### src/rtl/ltl_mon_pkg.sv
// ltl_mon_pkg: default cluster parameters and the event-queue entry layout
package ltl_mon_pkg;
  localparam int DEF_NUM_PROPS = 9;
  localparam int DEF_NUM_REPORTS = 4;
  localparam int DEF_SYMBOL_W = 8;
  localparam int DEF_CNT_W = 16;
  localparam int DEF_CYC_W = 32;
  localparam int DEF_EVT_DEPTH = 8;
  typedef struct packed {
    logic [DEF_NUM_PROPS-1:0] mask;
    logic [DEF_CYC_W-1:0] cycle;
    logic [DEF_SYMBOL_W-1:0] symbol;
  } evt_t;
endpackage

### src/rtl/ltl_evt_fifo.sv
// ltl_evt_fifo: synchronous event queue, head read straight from storage registers
module ltl_evt_fifo #(
  parameter int W = 8,
  parameter int DEPTH = 8
) (
  input  logic         clk,
  input  logic         rst,
  input  logic         push,
  input  logic [W-1:0] din,
  input  logic         pop,
  output logic [W-1:0] dout,
  output logic         full,
  output logic         empty
);
  localparam int AW = $clog2(DEPTH);
  logic [W-1:0] mem [DEPTH];
  logic [AW-1:0] wr_ptr, rd_ptr;
  logic [AW:0] cnt;
  logic do_push, do_pop;
  assign full = cnt == (AW+1)'(DEPTH);
  assign empty = cnt == '0;
  assign do_pop = pop & !empty;
  // a full queue still accepts a push when the head leaves in the same cycle
  assign do_push = push & (!full | do_pop);
  assign dout = mem[rd_ptr];
  always_ff @(posedge clk)
    if (do_push) mem[wr_ptr] <= din;
  always_ff @(posedge clk)
    if (rst) begin
      wr_ptr <= '0;
      rd_ptr <= '0;
      cnt <= '0;
    end else begin
      wr_ptr <= do_push ? wr_ptr + AW'(1) : wr_ptr;
      rd_ptr <= do_pop ? rd_ptr + AW'(1) : rd_ptr;
      cnt <= cnt + (AW+1)'(do_push) - (AW+1)'(do_pop);
    end
endmodule

### src/rtl/ltl_monitor_cluster.sv
// ltl_monitor_cluster: per-property fire flags, counters and a timestamped event queue
module ltl_monitor_cluster import ltl_mon_pkg::*; #(
  parameter int NUM_PROPS = DEF_NUM_PROPS,
  parameter int NUM_REPORTS = DEF_NUM_REPORTS,
  parameter int SYMBOL_W = DEF_SYMBOL_W,
  parameter int CNT_W = DEF_CNT_W,
  parameter int CYC_W = DEF_CYC_W,
  parameter int EVT_DEPTH = DEF_EVT_DEPTH
) (
  input  logic                         clk,
  input  logic                         reset,
  input  logic                         run,
  input  logic [SYMBOL_W-1:0]          symbols,
  input  logic [NUM_PROPS*NUM_REPORTS-1:0] report_states,
  input  logic [NUM_PROPS-1:0]         prop_enable,
  input  logic                         clear,
  output logic [NUM_PROPS-1:0]         ltl,
  output logic [NUM_PROPS-1:0]         ltl_sticky,
  output logic [NUM_PROPS*CNT_W-1:0]   viol_count,
  output logic                         evt_valid,
  input  logic                         evt_ready,
  output logic [NUM_PROPS-1:0]         evt_mask,
  output logic [CYC_W-1:0]             evt_cycle,
  output logic [SYMBOL_W-1:0]          evt_symbol,
  output logic                         evt_overflow
);
  localparam int EW = NUM_PROPS + CYC_W + SYMBOL_W;
  logic [NUM_PROPS-1:0] fire;
  logic [CYC_W-1:0] cyc;
  logic [EW-1:0] dout;
  logic full, empty, pop, drop;
  for (genvar p = 0; p < NUM_PROPS; p++) begin : g_fire
    assign fire[p] = run & prop_enable[p] & |report_states[p*NUM_REPORTS +: NUM_REPORTS];
  end
  assign pop = evt_valid & evt_ready;
  assign drop = |fire & full & !pop;
  assign evt_valid = !empty;
  assign {evt_mask, evt_cycle, evt_symbol} = dout;
  ltl_evt_fifo #(.W(EW), .DEPTH(EVT_DEPTH)) u_fifo (
    .clk,
    .rst(reset),
    .push(|fire),
    .din({fire, cyc, symbols}),
    .pop,
    .dout,
    .full,
    .empty
  );
  // same-cycle fires take priority over clear for sticky, counter and overflow state
  always_ff @(posedge clk)
    if (reset) begin
      ltl <= '0;
      ltl_sticky <= '0;
      viol_count <= '0;
      cyc <= '0;
      evt_overflow <= 1'b0;
    end else begin
      ltl <= fire;
      ltl_sticky <= (clear ? '0 : ltl_sticky) | fire;
      cyc <= run ? cyc + CYC_W'(1) : cyc;
      evt_overflow <= (evt_overflow & !clear) | drop;
      for (int k = 0; k < NUM_PROPS; k++)
        viol_count[k*CNT_W +: CNT_W] <= clear ? CNT_W'(fire[k]) :
          viol_count[k*CNT_W +: CNT_W] + CNT_W'(fire[k] && viol_count[k*CNT_W +: CNT_W] != '1);
    end
endmodule

### config.mk
export PLATFORM = sky130hd
export DESIGN_NAME = ltl_monitor_cluster
export DESIGN_NICKNAME = d
export VERILOG_FILES = /design/src/rtl/ltl_mon_pkg.sv /design/src/rtl/ltl_evt_fifo.sv /design/src/rtl/ltl_monitor_cluster.sv
export SDC_FILE = /design/constraint.sdc
export NUM_CORES = 1
export LEC_CHECK = 0
export ABC_AREA = 1
export BUFFER_PORTS_ARGS = -buffer_cell sky130_fd_sc_hd__buf_2
export CORE_MARGIN = 2
export CORE_UTILIZATION = 47
export CTS_BUF_LIST = sky130_fd_sc_hd__clkbuf_16
export CTS_CLUSTER_DIAMETER = 120
export DETAILED_ROUTE_END_ITERATION = 16
export PLACE_DENSITY = 0.67
export SLEW_MARGIN = 20
export SYNTH_ARGS = -nofsm -noshare
export SYNTH_HDL_FRONTEND = slang
export SYNTH_SLANG_ARGS = --single-unit
### constraint.sdc
create_clock -name clk -period 5.05 [get_ports clk]
set_clock_uncertainty 0.05 [all_clocks]
set_input_delay 0.505 -clock clk [delete_from_list [all_inputs] [get_ports clk]]
set_output_delay 0.505 -clock clk [all_outputs]
set_load 0.02 [all_outputs]
# Word-level counts from Yosys, hierarchy flattened
# Memories as Yosys holds them, arrays and structs flattened. A register that Yosys moved wholly into a read port is not among the register bits.
# Index checks and enable logic that the tools add are counted.
# word_totals
reg_bits	205
ram_bits	392
inputBits	58
output_inout_bits	213
word_cells	100
mem_count	1
# mem_list
name	words	word_bits	rd	rd_ports_with_merged_regs	wr	line	text
u_fifo.mem	8	49	1	1	1	ltl_evt_fifo.sv:16	logic [W-1:0] mem [DEPTH];
# classes
add_sub_neg	14
n_eq_ne	10
n_mux	14
n_bitwise	27
n_reduce_logical	25
# op_table
op	n
adder 16 x 1 -> 16 bit	9
!= test 16 bit (second input constant)	9
OR reduction 4 bit	9
adder 32 x 1 -> 32 bit (second input constant)	1
AND 1 bit	24
2-to-1 mux 1 bit	11
logical AND 1 bit	9
2-to-1 mux 9 bit	1
OR 9 bit	1
OR reduction 9 bit	1
adder 3 x 1 -> 3 bit (second input constant)	2
2-to-1 mux 3 bit	2
adder 4 x 1 -> 4 bit	1
equality test 4 bit (second input constant)	1
zero test 1 bit	4
zero test 4 bit	1
subtractor 4 x 1 -> 4 bit	1
OR 1 bit	2
OR reduction 2 bit	1

# Logic depth before layout (Yosys ltp)
# depth
ltp_word	8
mapped_depth	14
ltp_nobuf	14

# By module
# From an unflattened synthesis, not the netlist that was laid out.
# hier_totals
cells_unflattened	2651
area_unflattened_um2	25544.5
# by_module_without_submodules
module	n_inst	cells_per_inst	area_per_inst_um2	seq_area_each_um2
ltl_evt_fifo	1	1297	16125.5	12031.5
ltl_monitor_cluster	1	1354	9419.0	3903.7

# Worst setup path before layout
# OpenSTA, ideal clock, no wires.
# synth_timing
path_kind	input to register
from	in run
to	mem u_fifo.mem[0][0] (netlist bit), enable pin
setup_ps	456
arrival_time_ps	3410
t_required_ps	4544
slack_ps	1134
stages	9
path_buffers	1
cell_sequence	buf_6 > nand2_1 > a21oi_2 > nor2_1 > nand3_2 > nand2_1 > inv_2 > nand2_1 > nor2_1
# synth_via
elab_chain_len	6
elab_cells_between_ends	22
cone_classes	2 x mux; 19 x bitwise; 1 x reduce/logical
# synth_rtl
item	line	text
start: declaration	ltl_monitor_cluster.sv:12	input logic run,
AND 1 bit (2 in a row)	ltl_monitor_cluster.sv:33	assign fire[p] = run & prop_enable[p] & |report_states[p*NUM_REPORTS +: NUM_REPORTS];
named net fire[4]	ltl_monitor_cluster.sv:28	logic [NUM_PROPS-1:0] fire;
OR reduction 9 bit	ltl_monitor_cluster.sv:42	.push(|fire),
AND 1 bit	ltl_evt_fifo.sv:24	assign do_push = push & (!full | do_pop);
named net u_fifo.do_push	ltl_evt_fifo.sv:19	logic do_push, do_pop;
2-to-1 mux 1 bit	ltl_evt_fifo.sv:27	if (do_push) mem[wr_ptr] <= din;
2-to-1 mux 1 bit (not written as such)	ltl_evt_fifo.sv:27	
end: declaration	ltl_evt_fifo.sv:16	
# The timed path passes the listed nets, and every way through them passes these cells.

==> results <==
- The standby leakage power is 11.0 nW.
- The number of distinct library cells after synthesis is 42.
- The cell area after placement is 26800 um2.
- In this run, the number of DRC markers left after iteration 0 of detailed routing was 1348.
- The via count of the first global-routing pass is 17969.
- The headroom to the max-slew limit is 0.358.
- In this run the power density over the cells is 453 nW/um2.
- Row generation in the floorplan step produced 84 rows.
- In this run the vertical extent of the chip is 234 um.
- TritonCTS created 58 clock buffers.
- The startpoint-to-endpoint class of the critical path is flop to output pin.
- The clock-pin slew on the worst setup and hold paths is 0.06 ns.
- The cell area after synthesis is 24900 um2.
- The slowest cell on the critical path is dfxtp_4.
- The number of buffer cells added on primary ports is 270.
- In the final routed layout, each cell accounts on average for 18.7 um.
- The final period utilization is 0.683.
- The worst-case setup slack after placement is 1.21 ns.
- The total I/O pin count is 271.
- The library cell used as clock root buffer is clkbuf_16.
- The most frequently used flop master after synthesis is edfxtp_1.
- For the pin with the worst max-slew slack, the measured transition is 0.961 ns.
- The most heavily used metal layer in global routing is met2.
- Wires add up to 64400 um.
- The instance count of the mapped netlist is 2458.
- Setup violations remaining at the end of the flow were counted as 0.
- Synthesis inferred 600 register bits.
- Broken down by cell family, the worst path's largest delay share belongs to flip-flops.
- The total grt overflow is 0.
- The largest voltage drop on the vdd net is 275 uV.
- The arrival time at the worst endpoint is 2.89 ns.
- For this run, the top clock speed supported by timing is 290 MHz.
- Adding up every negative setup slack in the final design gives 0 ns.
- The largest stage delay on the critical path is 0.86 ns.
- TritonCTS built the clock tree.
- The total number of vias is 18652.
- The number of enable-type register cells in the synthesized netlist is 392.
- The run finished with clean final reports.
- The sum of buffers and inverters on the critical path is 2.
- The max-capacitance violation count is 0.
- Total power for the finished layout comes to 13.0 mW.
- The minimum period implied by the final worst setup slack is 3.45 ns.
- On the final layout, the worst hold slack is 0.145 ns.
- The number of detailed-routing iterations run before antenna repair is 5.
- In this run the post-CTS setup repair buffer count came out at 0.
- The signal on the critical path passes through buf_4 > o21ai_0 > o32ai_1 > nand2_1 > nand2_1 > buf_2.
- For this run, global-route usage on met3 was measured as 0.0638.
- The first global-routing pass estimated 99900 um of wire.
- The type of destination of the critical path is an output pin.
- The critical-path maximum fanout is 78.
- Of the cells placed in the final design, the portion with a size suffix greater than 1 is 0.160.
- The area of the die is 54800 um2.
- The final design utilization is 0.547.
- The number of H-tree branching levels is 2.
- Setup repair after global routing left no endpoint under its margin.
- After synthesis, the share of flip-flops with an asynchronous set or reset is 0.
- The pin count of the biggest net entering global routing is 197.
- The number of design rule violations left after detail routing is 0.
- The area growth from synthesis to layout is 15.2%.
- The hold violation total from the final report came to 0.
- Post-CTS repair changed the size of 0 cells.
- The post-route cell area is 28700 um2.
- The mean post-synth cell area is 10.1 um2.
- The cell occurring most often along the worst timing path is nand2_1.
- The net count of the finished layout is 2798.
- The number of pins with negative max-slew slack in the final report is 0.
- The total area inside the core boundary comes to 52400 um2.
- After detailed placement, the design holds a cell count of 3340.
- For this configuration, the core starts out at a cell density of 0.474.
- The number of antenna violations at the first check in global routing is 5.
- The largest buffer count on any clock path is 3.
- The vias per cell is 5.41.
- The tree built by TritonCTS fans out to 600 sinks.
- After layout, the worst setup slack is 1.60 ns.
- At the end of routability-driven placement, the weighted congestion stood at 0.932.
- The type of the tightest min-delay check is input pin to flop.
- The sequential cell area fraction in the yosys report is 0.640.
- At the later pin of the worst-skew pair, clock insertion delay measures 0.61 ns.
- STA puts the critical path data required time at 4.49 ns.
- The number of warning messages in the yosys log is 0.
- The worst setup path is launched from a flop.
- The global-route track usage on met2 is 0.375.
- When the netlist entered floorplanning its net count stood at 2544.
- Summed over all nets, the half-perimeter wirelength after detailed placement is 42400 um.
- The remaining antenna violation count after routing is 0.
- The die is 234 um wide.
- Across every metal layer, demand over resource in global routing totals 0.234.
- For this design, the CTS-stage hold fixing added 0 buffers.
- The routing usage on met1 is 0.313.
- Once layout is complete, the cells apart from fillers number 3450.
==> logic make-up (layout without fill, tap and decap cells) <==
family / Yosys count / after routing / share of synthesized area
adder cells (fa/ha/maj): 28 / 28 / 0.0144
flip-flops: 600 / 600 / 0.640
buffers and inverters: 308 / 611 / 0.0530
XOR/XNOR: 28 / 28 / 0.00985
AND/OR/NAND/NOR: 1080 / 1080 / 0.181
AO/OA/AOI/OAI: 414 / 414 / 0.101
other: 0 / 1 / 0
==> synthesized netlist by cell type, drive strengths merged (5+ instances only) <==
library cell,number,share of area
xnor2,12,0.0042
nand2,402,0.061
nor3b,10,0.0034
dfxtp,208,0.17
nand3,72,0.015
a211oi,5,0.0015
inv,206,0.031
a21oi,112,0.023
o32ai,98,0.034
a31oi,14,0.0035
clkbuf,46,0.0069
ha,27,0.014
nand4,32,0.0080
nor4,5,0.0013
edfxtp,392,0.47
o21a,9,0.0027
buf,54,0.015
o21ai,171,0.034
xor2,16,0.0056
nor3,48,0.011
nor2,509,0.080
==> metal layers <==
metal	part of all wire	routed length, um
met1	0.43	27500
met2	0.46	29700
met3	0.087	5630
met4	0.023	1480
met5	0.00084	54
==> layout by cell type (no fill, tap or decap), drive strengths merged <==
cell type	Yosys	layout
ha	27	27
nand3	72	72
xnor2	12	12
o21a	9	9
buf	54	294
o21ai	171	171
nand2	402	402
xor2	16	16
o221a	2	2
or2	2	2
fa	1	1
a211oi	5	5
diode	0	1
nor4	5	5
nand4	32	32
a21oi	112	112
o21bai	1	1
nor3b	10	10
inv	206	221
clkinv	2	32
nor2	509	509
clkbuf	46	61
edfxtp	392	392
o32ai	98	98
dfxtp	208	208
nor3	48	48
a41oi	2	2
bufinv	0	3
a31oi	14	14
==> path summary, 6_finish.rpt <==
kind                                     from                 to  slack, ns  depth (start not counted)
worst min register to register  ltl_sticky[7]      ltl_sticky[7]       0.41                          2
worst min-delay path               symbols[0]   u_fifo.mem[1][0]       0.14                          1
worst max register to register  u_fifo.cnt[2]  u_fifo.mem[6][47]       2.21                         10
worst max-delay path                     flop       evt_cycle[7]       1.60                          6
==> where the power goes <==
group          internal [mW]  switching [mW]
sequential              5.80           0.201
combinational          0.841            1.97
clock                   2.33            1.83
total                   8.97            4.00
==> state kept, by name (all words and copies together) (netlist names), named ones only <==
signal / cells
u_fifo.mem: 392
viol_count: 144
u_fifo.wr_ptr: 3
ltl_sticky: 9
evt_overflow: 1
u_fifo.cnt: 4
cyc: 32
u_fifo.rd_ptr: 3
ltl: 9
==> layout make-up <==
type	instances	area, um2
Timing Repair Buffer	294	1560
Antenna cell	1	2.50
Clock buffer	61	1530
Fill cell	4532	23800
Multi-Input combinational cell	1550	7690
Tap cell	688	861
Sequential cell	600	15900
Inverter	208	788
Clock inverter	48	294
==> worst register-to-register path, stage by stage, from the launching register on <==
cell	delay, ns
dfxtp_1	0.31
inv_1	0.07
ha_1	0.19
nand2_1	0.07
nand2_1	0.08
nand2_1	0.20
nand2_1	0.10
inv_2	0.07
nand2_1	0.22
nor2_4	0.80
buf_4	0.37
(Power assumes the default switching activity.)
